File: config.mk
export PLATFORM = sky130hd
export DESIGN_NAME = wb_master_arbiter
export DESIGN_NICKNAME = d
export VERILOG_FILES = /design/src/rtl/wb_arb_pkg.sv /design/src/rtl/wb_arb_watchdog.sv /design/src/rtl/wb_master_arbiter.sv
export SDC_FILE = /design/constraint.sdc
export NUM_CORES = 1
export LEC_CHECK = 0
export CAP_MARGIN = 20
export CORE_AREA = 2 2 124 126
export DETAILED_ROUTE_END_ITERATION = 10
export DIE_AREA = 0 0 126 128
export PLACE_DENSITY = 0.63
export SYNTH_ARGS = -nofsm -noshare
export SYNTH_HDL_FRONTEND = slang
export SYNTH_SLANG_ARGS = --single-unit
export TNS_END_PERCENT = 100
File: constraint.sdc
create_clock -name wb_clk -period 2.38 [get_ports wb_clk]
set_clock_uncertainty 0.15 [all_clocks]
set_input_delay 0.357 -clock wb_clk [delete_from_list [all_inputs] [get_ports wb_clk]]
set_output_delay 0.357 -clock wb_clk [all_outputs]
set_load 0.02 [all_outputs]
File: src/rtl/wb_arb_pkg.sv
// Shared types and constants for the two-master Wishbone arbiter.
//   arb_state_t : arbiter FSM state encoding
//   GRANT_*     : one-hot grant vector values
package wb_arb_pkg;

  typedef enum logic [1:0] {
    IDLE  = 2'd0,
    OWN0  = 2'd1,
    OWN1  = 2'd2,
    ABORT = 2'd3
  } arb_state_t;

  localparam logic [1:0] GRANT_NONE = 2'b00;
  localparam logic [1:0] GRANT_M0   = 2'b01;
  localparam logic [1:0] GRANT_M1   = 2'b10;

endpackage

File: src/rtl/wb_arb_watchdog.sv
// Saturating wait-state counter guarding an owned Wishbone strobe.
// Ports:
//   clk, rst_n : clock, asynchronous active-low reset
//   clr        : clear the count (not owned, strobe low, or slave answered)
//   run        : strobe outstanding without ack/err this cycle
//   expired    : this edge brings the count to TIMEOUT; owner must be aborted
module wb_arb_watchdog
  import wb_arb_pkg::*;
#(
  parameter int TIMEOUT = 255
) (
  input  logic clk,
  input  logic rst_n,
  input  logic clr,
  input  logic run,
  output logic expired
);

  localparam int              CW    = $clog2(TIMEOUT + 1);
  localparam logic [CW-1:0]   LIMIT = CW'(TIMEOUT);
  localparam logic [CW-1:0]   ONE   = CW'(1);

  logic [CW-1:0] cnt;

  always_ff @(posedge clk or negedge rst_n) begin
    if (!rst_n) begin
      cnt <= '0;
    end else if (clr) begin
      cnt <= '0;
    end else if (run && (cnt != LIMIT)) begin
      cnt <= cnt + ONE;
    end
  end

  // Flag on the edge that would make the count equal TIMEOUT, so the abort
  // cycle is the (TIMEOUT+1)-th cycle of an unanswered strobe.
  assign expired = run && (cnt >= (LIMIT - ONE));

endmodule

File: src/rtl/wb_master_arbiter.sv
// Two-master round-robin Wishbone arbiter with a slave-timeout watchdog.
// Master 0 is the UART bridge, master 1 a second bus master. The owner keeps
// the bus for its whole cyc tenure; at least one IDLE cycle separates owners.
// Ports:
//   wb_clk, wb_rst_n        : clock, asynchronous active-low reset
//   mN_adr/dat_w/sel/we/cyc/stb : master N request (N = 0, 1)
//   mN_dat_r/ack/err        : response to master N
//   s_adr/dat_w/sel/we/cyc/stb : slave-side request
//   s_dat_r/ack/err         : slave response
//   grant                   : one-hot current owner, 00 = none
//   timeout                 : one-cycle pulse on watchdog abort
module wb_master_arbiter
  import wb_arb_pkg::*;
#(
  parameter int DW      = 32,
  parameter int AW      = 32,
  parameter int TIMEOUT = 255
) (
  input  logic          wb_clk,
  input  logic          wb_rst_n,
  input  logic [AW-1:0] m0_adr,
  input  logic [DW-1:0] m0_dat_w,
  input  logic [3:0]    m0_sel,
  input  logic          m0_we,
  input  logic          m0_cyc,
  input  logic          m0_stb,
  output logic [DW-1:0] m0_dat_r,
  output logic          m0_ack,
  output logic          m0_err,
  input  logic [AW-1:0] m1_adr,
  input  logic [DW-1:0] m1_dat_w,
  input  logic [3:0]    m1_sel,
  input  logic          m1_we,
  input  logic          m1_cyc,
  input  logic          m1_stb,
  output logic [DW-1:0] m1_dat_r,
  output logic          m1_ack,
  output logic          m1_err,
  output logic [AW-1:0] s_adr,
  output logic [DW-1:0] s_dat_w,
  output logic [3:0]    s_sel,
  output logic          s_we,
  output logic          s_cyc,
  output logic          s_stb,
  input  logic [DW-1:0] s_dat_r,
  input  logic          s_ack,
  input  logic          s_err,
  output logic [1:0]    grant,
  output logic          timeout
);

  arb_state_t state_q, state_d;
  logic       last_q, last_d;
  logic       owned;
  logic       wd_clr;
  logic       wd_run;
  logic       wd_expired;

  always_ff @(posedge wb_clk or negedge wb_rst_n) begin
    if (!wb_rst_n) begin
      state_q <= IDLE;
      last_q  <= 1'b1;
    end else begin
      state_q <= state_d;
      last_q  <= last_d;
    end
  end

  // The watchdog only counts while an owned strobe waits for an answer.
  assign owned  = (state_q == OWN0) || (state_q == OWN1);
  assign wd_clr = !owned || !s_stb || s_ack || s_err;
  assign wd_run = !wd_clr;

  wb_arb_watchdog #(
    .TIMEOUT (TIMEOUT)
  ) u_watchdog (
    .clk     (wb_clk),
    .rst_n   (wb_rst_n),
    .clr     (wd_clr),
    .run     (wd_run),
    .expired (wd_expired)
  );

  always_comb begin
    state_d = state_q;
    last_d  = last_q;
    case (state_q)
      IDLE: begin
        // On a tie the master that was not served last wins.
        if (m0_cyc && m1_cyc) begin
          state_d = last_q ? OWN0 : OWN1;
        end else if (m0_cyc) begin
          state_d = OWN0;
        end else if (m1_cyc) begin
          state_d = OWN1;
        end
      end
      OWN0: begin
        if (!m0_cyc) begin
          state_d = IDLE;
          last_d  = 1'b0;
        end else if (wd_expired) begin
          state_d = ABORT;
          last_d  = 1'b0;
        end
      end
      OWN1: begin
        if (!m1_cyc) begin
          state_d = IDLE;
          last_d  = 1'b1;
        end else if (wd_expired) begin
          state_d = ABORT;
          last_d  = 1'b1;
        end
      end
      ABORT: begin
        state_d = IDLE;
      end
      default: begin
        state_d = IDLE;
      end
    endcase
  end

  always_comb begin
    s_adr    = '0;
    s_dat_w  = '0;
    s_sel    = '0;
    s_we     = 1'b0;
    s_cyc    = 1'b0;
    s_stb    = 1'b0;
    m0_dat_r = '0;
    m0_ack   = 1'b0;
    m0_err   = 1'b0;
    m1_dat_r = '0;
    m1_ack   = 1'b0;
    m1_err   = 1'b0;
    grant    = GRANT_NONE;
    timeout  = 1'b0;
    case (state_q)
      OWN0: begin
        grant    = GRANT_M0;
        s_adr    = m0_adr;
        s_dat_w  = m0_dat_w;
        s_sel    = m0_sel;
        s_we     = m0_we;
        s_cyc    = m0_cyc;
        // A strobe is never forwarded once the owner has dropped cyc.
        s_stb    = m0_cyc && m0_stb;
        m0_dat_r = s_dat_r;
        m0_ack   = s_ack;
        m0_err   = s_err;
      end
      OWN1: begin
        grant    = GRANT_M1;
        s_adr    = m1_adr;
        s_dat_w  = m1_dat_w;
        s_sel    = m1_sel;
        s_we     = m1_we;
        s_cyc    = m1_cyc;
        s_stb    = m1_cyc && m1_stb;
        m1_dat_r = s_dat_r;
        m1_ack   = s_ack;
        m1_err   = s_err;
      end
      ABORT: begin
        // last already names the aborted owner.
        timeout = 1'b1;
        if (last_q) begin
          m1_err = 1'b1;
        end else begin
          m0_err = 1'b1;
        end
      end
      default: begin
      end
    endcase
  end

endmodule

==> impl_metrics.py, run 1 <==
metrics = {
    "flow_run": {
        "cap_violations": 0,
    },
    "detailed_routing": {
        "viasPerCell": 4.49,
        "antenna_violating_nets_post_route": 0,
        "num_vias": 3675,
        "route.detailed.drc": 0,
        "wire_per_inst_um": 16.5,
        "drt-pass1-iter-count": 7,
        "dr.first_iter.drc_count": 158,
        "detail_route.wirelength_mm": 13.5,
    },
    "synthesis": {
        "synth-seq-cells": 11,
        "seq_area_frac_synth": 0.133,
        "synth_largest_area_cell": "sky130_fd_sc_hd__a22oi_1",
        "post_synth_edffs": 0,
        "syn-instance-count": 321,
        "postSynthAreaPerCell_um2": 6.45,
        "post_synth_top_flop": "sky130_fd_sc_hd__dfrtp_1",
        "ys_types": 36,
        "syn_area_um2": 2070,
        "cell_with_the_most_instances_after_synthesis": "sky130_fd_sc_hd__nor2_1",
        "yosys_warnings": 0,
        "synthArstFlopShare": 1.00,
        "synth_largest_type_area_fraction": 0.254,
        "synthesized_net_count": 508,
        "synth.top_cells.by_count": "sky130_fd_sc_hd__nor2_1, sky130_fd_sc_hd__a22oi_1, sky130_fd_sc_hd__and2_1, sky130_fd_sc_hd__clkbuf_1, sky130_fd_sc_hd__dfrtp_1",
        "synth.top_cells.by_area": "sky130_fd_sc_hd__a22oi_1, sky130_fd_sc_hd__and2_1, sky130_fd_sc_hd__nor2_1",
    },
    "grt": {
        "globalRouteOverflowTotal": 0,
        "groute.layer.met1.usage": 0.180,
        "first_global_vias": 3565,
        "grt_antenna_before_repair": 0,
        "grt_usage": 0.151,
        "groute.layer.met2.usage": 0.279,
        "grt.busiest_layer": "met2",
        "grtUsageMet3": 0.0359,
        "grt_max_degree": 47,
        "grt_pass1_wl_mm": 19.6,
    },
    "worst_setup_path": {
        "critical-path-top-cell-by-count": "sky130_fd_sc_hd__buf_4",
        "crit_path_start_kind": "flop",
        "timing.reg2reg.worst_path_depth": 9,
        "critical_path.max_fanout": 6,
        "startpoint_of_the_worst_register_to_register_path": "state_q[0]",
        "reg2reg_setup_slack_ns": 0.34,
        "cpMaxStageDelayCell": "sky130_fd_sc_hd__clkdlybuf4s50_1",
        "crit_chain": "buf_4, ha_4, buf_4, nand2_1, o21ai_0, clkdlybuf4s50_1",
        "crit_end": "m1_err",
        "critical-path-max-stage-delay_ns": 0.63,
        "startpoint": "state_q[1]",
        "worstPathRequired_ns": 1.87,
        "rr_endpoint": "last_q",
        "timing_worst_setup_path_type": "reg -> out",
        "critPathCaptureType": "output pin",
        "timing.critical_path.arrival_ns": 1.80,
    },
    "timing": {
        "fmax_ghz": 0.433,
        "rsz0062_at_grt": "false",
        "fin_tns_setup_ns": 0,
        "maxSlewHeadroom": 0.663,
        "slew_violations": 0,
        "timing.final.crit_period_ns": 2.31,
        "fin_worst_hold_slack_ns": 0.309,
        "final-setup-viol-count": 0,
        "tightest_slew_ns": 0.504,
        "finalHoldViolCount": 0,
        "timing.final.crit_share": 0.969,
    },
    "cts": {
        "clkLatencyLatePin_ns": 0.24,
        "clock_path_buffers": 2,
        "cts_post_setup_buffers_inserted": 0,
        "root_buffer": "sky130_fd_sc_hd__clkbuf_16",
        "clkSlewWorstSetupHoldPaths_ns": 0.04,
        "sink_count": 11,
        "numCtsBuffers": 3,
        "tritoncts_clock_tree": "yes",
        "htree_num_levels": 1,
        "number_of_buffers_inserted_for_hold_repair_after_clock_tree_synthesis": 0,
    },
    "power": {
        "total_leakage_power_nw": 2.60,
        "p_per_area_nw_per_um2": 903,
        "irDropWorstVdd_mv": 0.669,
    },
    "floorplan": {
        "design.core.area_um2": 14900,
        "ios": 320,
        "die_h_um": 128,
        "die_w_um": 126,
        "initial_util": 0.139,
        "floorplan.die_area_um2": 16100,
        "site_row_count": 45,
    },
    "worst_hold_path": {
        "holdCritPathClass": "in -> async",
    },
    "final_layout": {
        "area_growth_syn_to_layout_pct": 165,
        "final_net_count": 818,
        "finish.instance_area_um2": 5500,
        "n_antenna_cell": 0,
        "post_route_cells_drive_above_1_share": 0.0778,
        "fillCellCount": 1560,
    },
    "placed_design": {
        "quantity_of_i_o_buffers_inserted_on_ports": 319,
        "place_area_um2": 5620,
        "place_hpwl_mm": 10.7,
        "gp_routability_congestion": 0.890,
    },
    "status": {
        "outcome": "finished clean",
    },
}
-- state kept, by name (all words and copies together), names as in the netlist --
| signal | count |
|---|---|
| state_q | 2 |
| last_q | 1 |
| u_watchdog.cnt | 8 |
-- cells by family after synthesis --
family | share of synthesized area
and+or+nand+nor | 0.409
AOI/OAI and AO/OA | 0.321
buffers and inverters | 0.0737
DFF | 0.133
adders and majority gates | 0.0543
xor gates and xnor gates | 0.00846
-- per-stage QoR --
step / setup WS [ns] / power (mW) / util / std cells
floorplan: 0.223 / 2.63 / - / 321
global placement: 0.0289 / 5.04 / 0.378 / 813
detailed placement: 0.0141 / 5.08 / 0.378 / 813
CTS: 0.00944 / 5.09 / 0.374 / 818
global route: 0.00466 / 5.34 / 0.370 / 818
finish: 0.0729 / 4.97 / 0.370 / 818
-- timing repair --
item                                    in CTS  in global routing
endpoints found under the setup margin     136                 23
resized for setup                          139                 38
gates cloned                                 1                  0
-- cells in the final DEF, fill, tap and decap left out, types with 7 or more instances in the layout --
cell type,netlist,routed
sky130_fd_sc_hd__a22oi_1,70,69
sky130_fd_sc_hd__and2_1,66,66
sky130_fd_sc_hd__buf_12,0,8
sky130_fd_sc_hd__buf_4,0,9
sky130_fd_sc_hd__clkbuf_2,0,17
sky130_fd_sc_hd__clkdlybuf4s50_1,0,182
sky130_fd_sc_hd__dfrtp_1,10,10
sky130_fd_sc_hd__dlygate4sd2_1,0,117
sky130_fd_sc_hd__ha_1,9,7
sky130_fd_sc_hd__nand2_1,7,7
sky130_fd_sc_hd__nor2_1,80,80
-- power by group --
part           leakage [nW]  total, mW  switching (mW)  internal (mW)
Sequential            0.148      0.231          0.0137          0.218
Combinational          2.41       4.43            2.59           1.84
Clock                0.0382      0.305          0.0807          0.225
Total                  2.60       4.97            2.69           2.28
-- worst min path at each step --
stage                     slack [ns]  startpoint           endpoint  depth (start not counted)
after global routing            0.35    wb_rst_n  u_watchdog.cnt[1]                          1
after floorplan                -0.09    wb_rst_n         state_q[0]                          0
after detailed placement        0.37      last_q             last_q                          2
final                           0.31    wb_rst_n  u_watchdog.cnt[1]                          1
after CTS                       0.34    wb_rst_n  u_watchdog.cnt[1]                          1
after global placement          0.36      last_q             last_q                          2
-- metal layers --
layer	vias to the layer above	routed length [um]
met5	-	0
met4	0	118
met3	9	1260
met2	217	6910
met1	1702	5240
li1	1747	-
-- critical path, delay by kind of cell (launching register included) --
| kind | cells | cell delay (ns) |
|---|---|---|
| DFF | 1 | 0.35 |
| adders and majority gates | 1 | 0.17 |
| and+or+nand+nor | 1 | 0.05 |
| AOI/OAI and AO/OA | 1 | 0.06 |
| buffers and inverters | 3 | 0.93 |
-- cell type report --
type	count	area [um2]	share of cell area
tap	188	235	0.0428
multi-input combinational	272	1670	0.304
clock buffer	4	78.8	0.0143
sequential	11	277	0.0503
inverter	7	28.8	0.00523
timing repair buffer	336	3210	0.583
Note: power is estimated with default switching activity, not from simulation.
==> run 2: changes to the inputs <==
--- a/config.mk
+++ b/config.mk
@@ -5,7 +5,6 @@
 export SDC_FILE = /design/constraint.sdc
 export NUM_CORES = 1
 export LEC_CHECK = 0
-export CAP_MARGIN = 20
 export CORE_AREA = 2 2 124 126
 export DETAILED_ROUTE_END_ITERATION = 10
 export DIE_AREA = 0 0 126 128
==> results of run 2 <==
The final DEF is identical to that of run 1; final timing and power are the same.
==> run 3: changes to the inputs <==
--- a/config.mk
+++ b/config.mk
@@ -6,6 +6,7 @@
 export NUM_CORES = 1
 export LEC_CHECK = 0
 export CORE_AREA = 2 2 124 126
+export CTS_CLUSTER_DIAMETER = 200
 export DETAILED_ROUTE_END_ITERATION = 10
 export DIE_AREA = 0 0 126 128
 export PLACE_DENSITY = 0.63
==> results of run 3 <==
The final DEF is identical to that of run 1; final timing and power are the same.
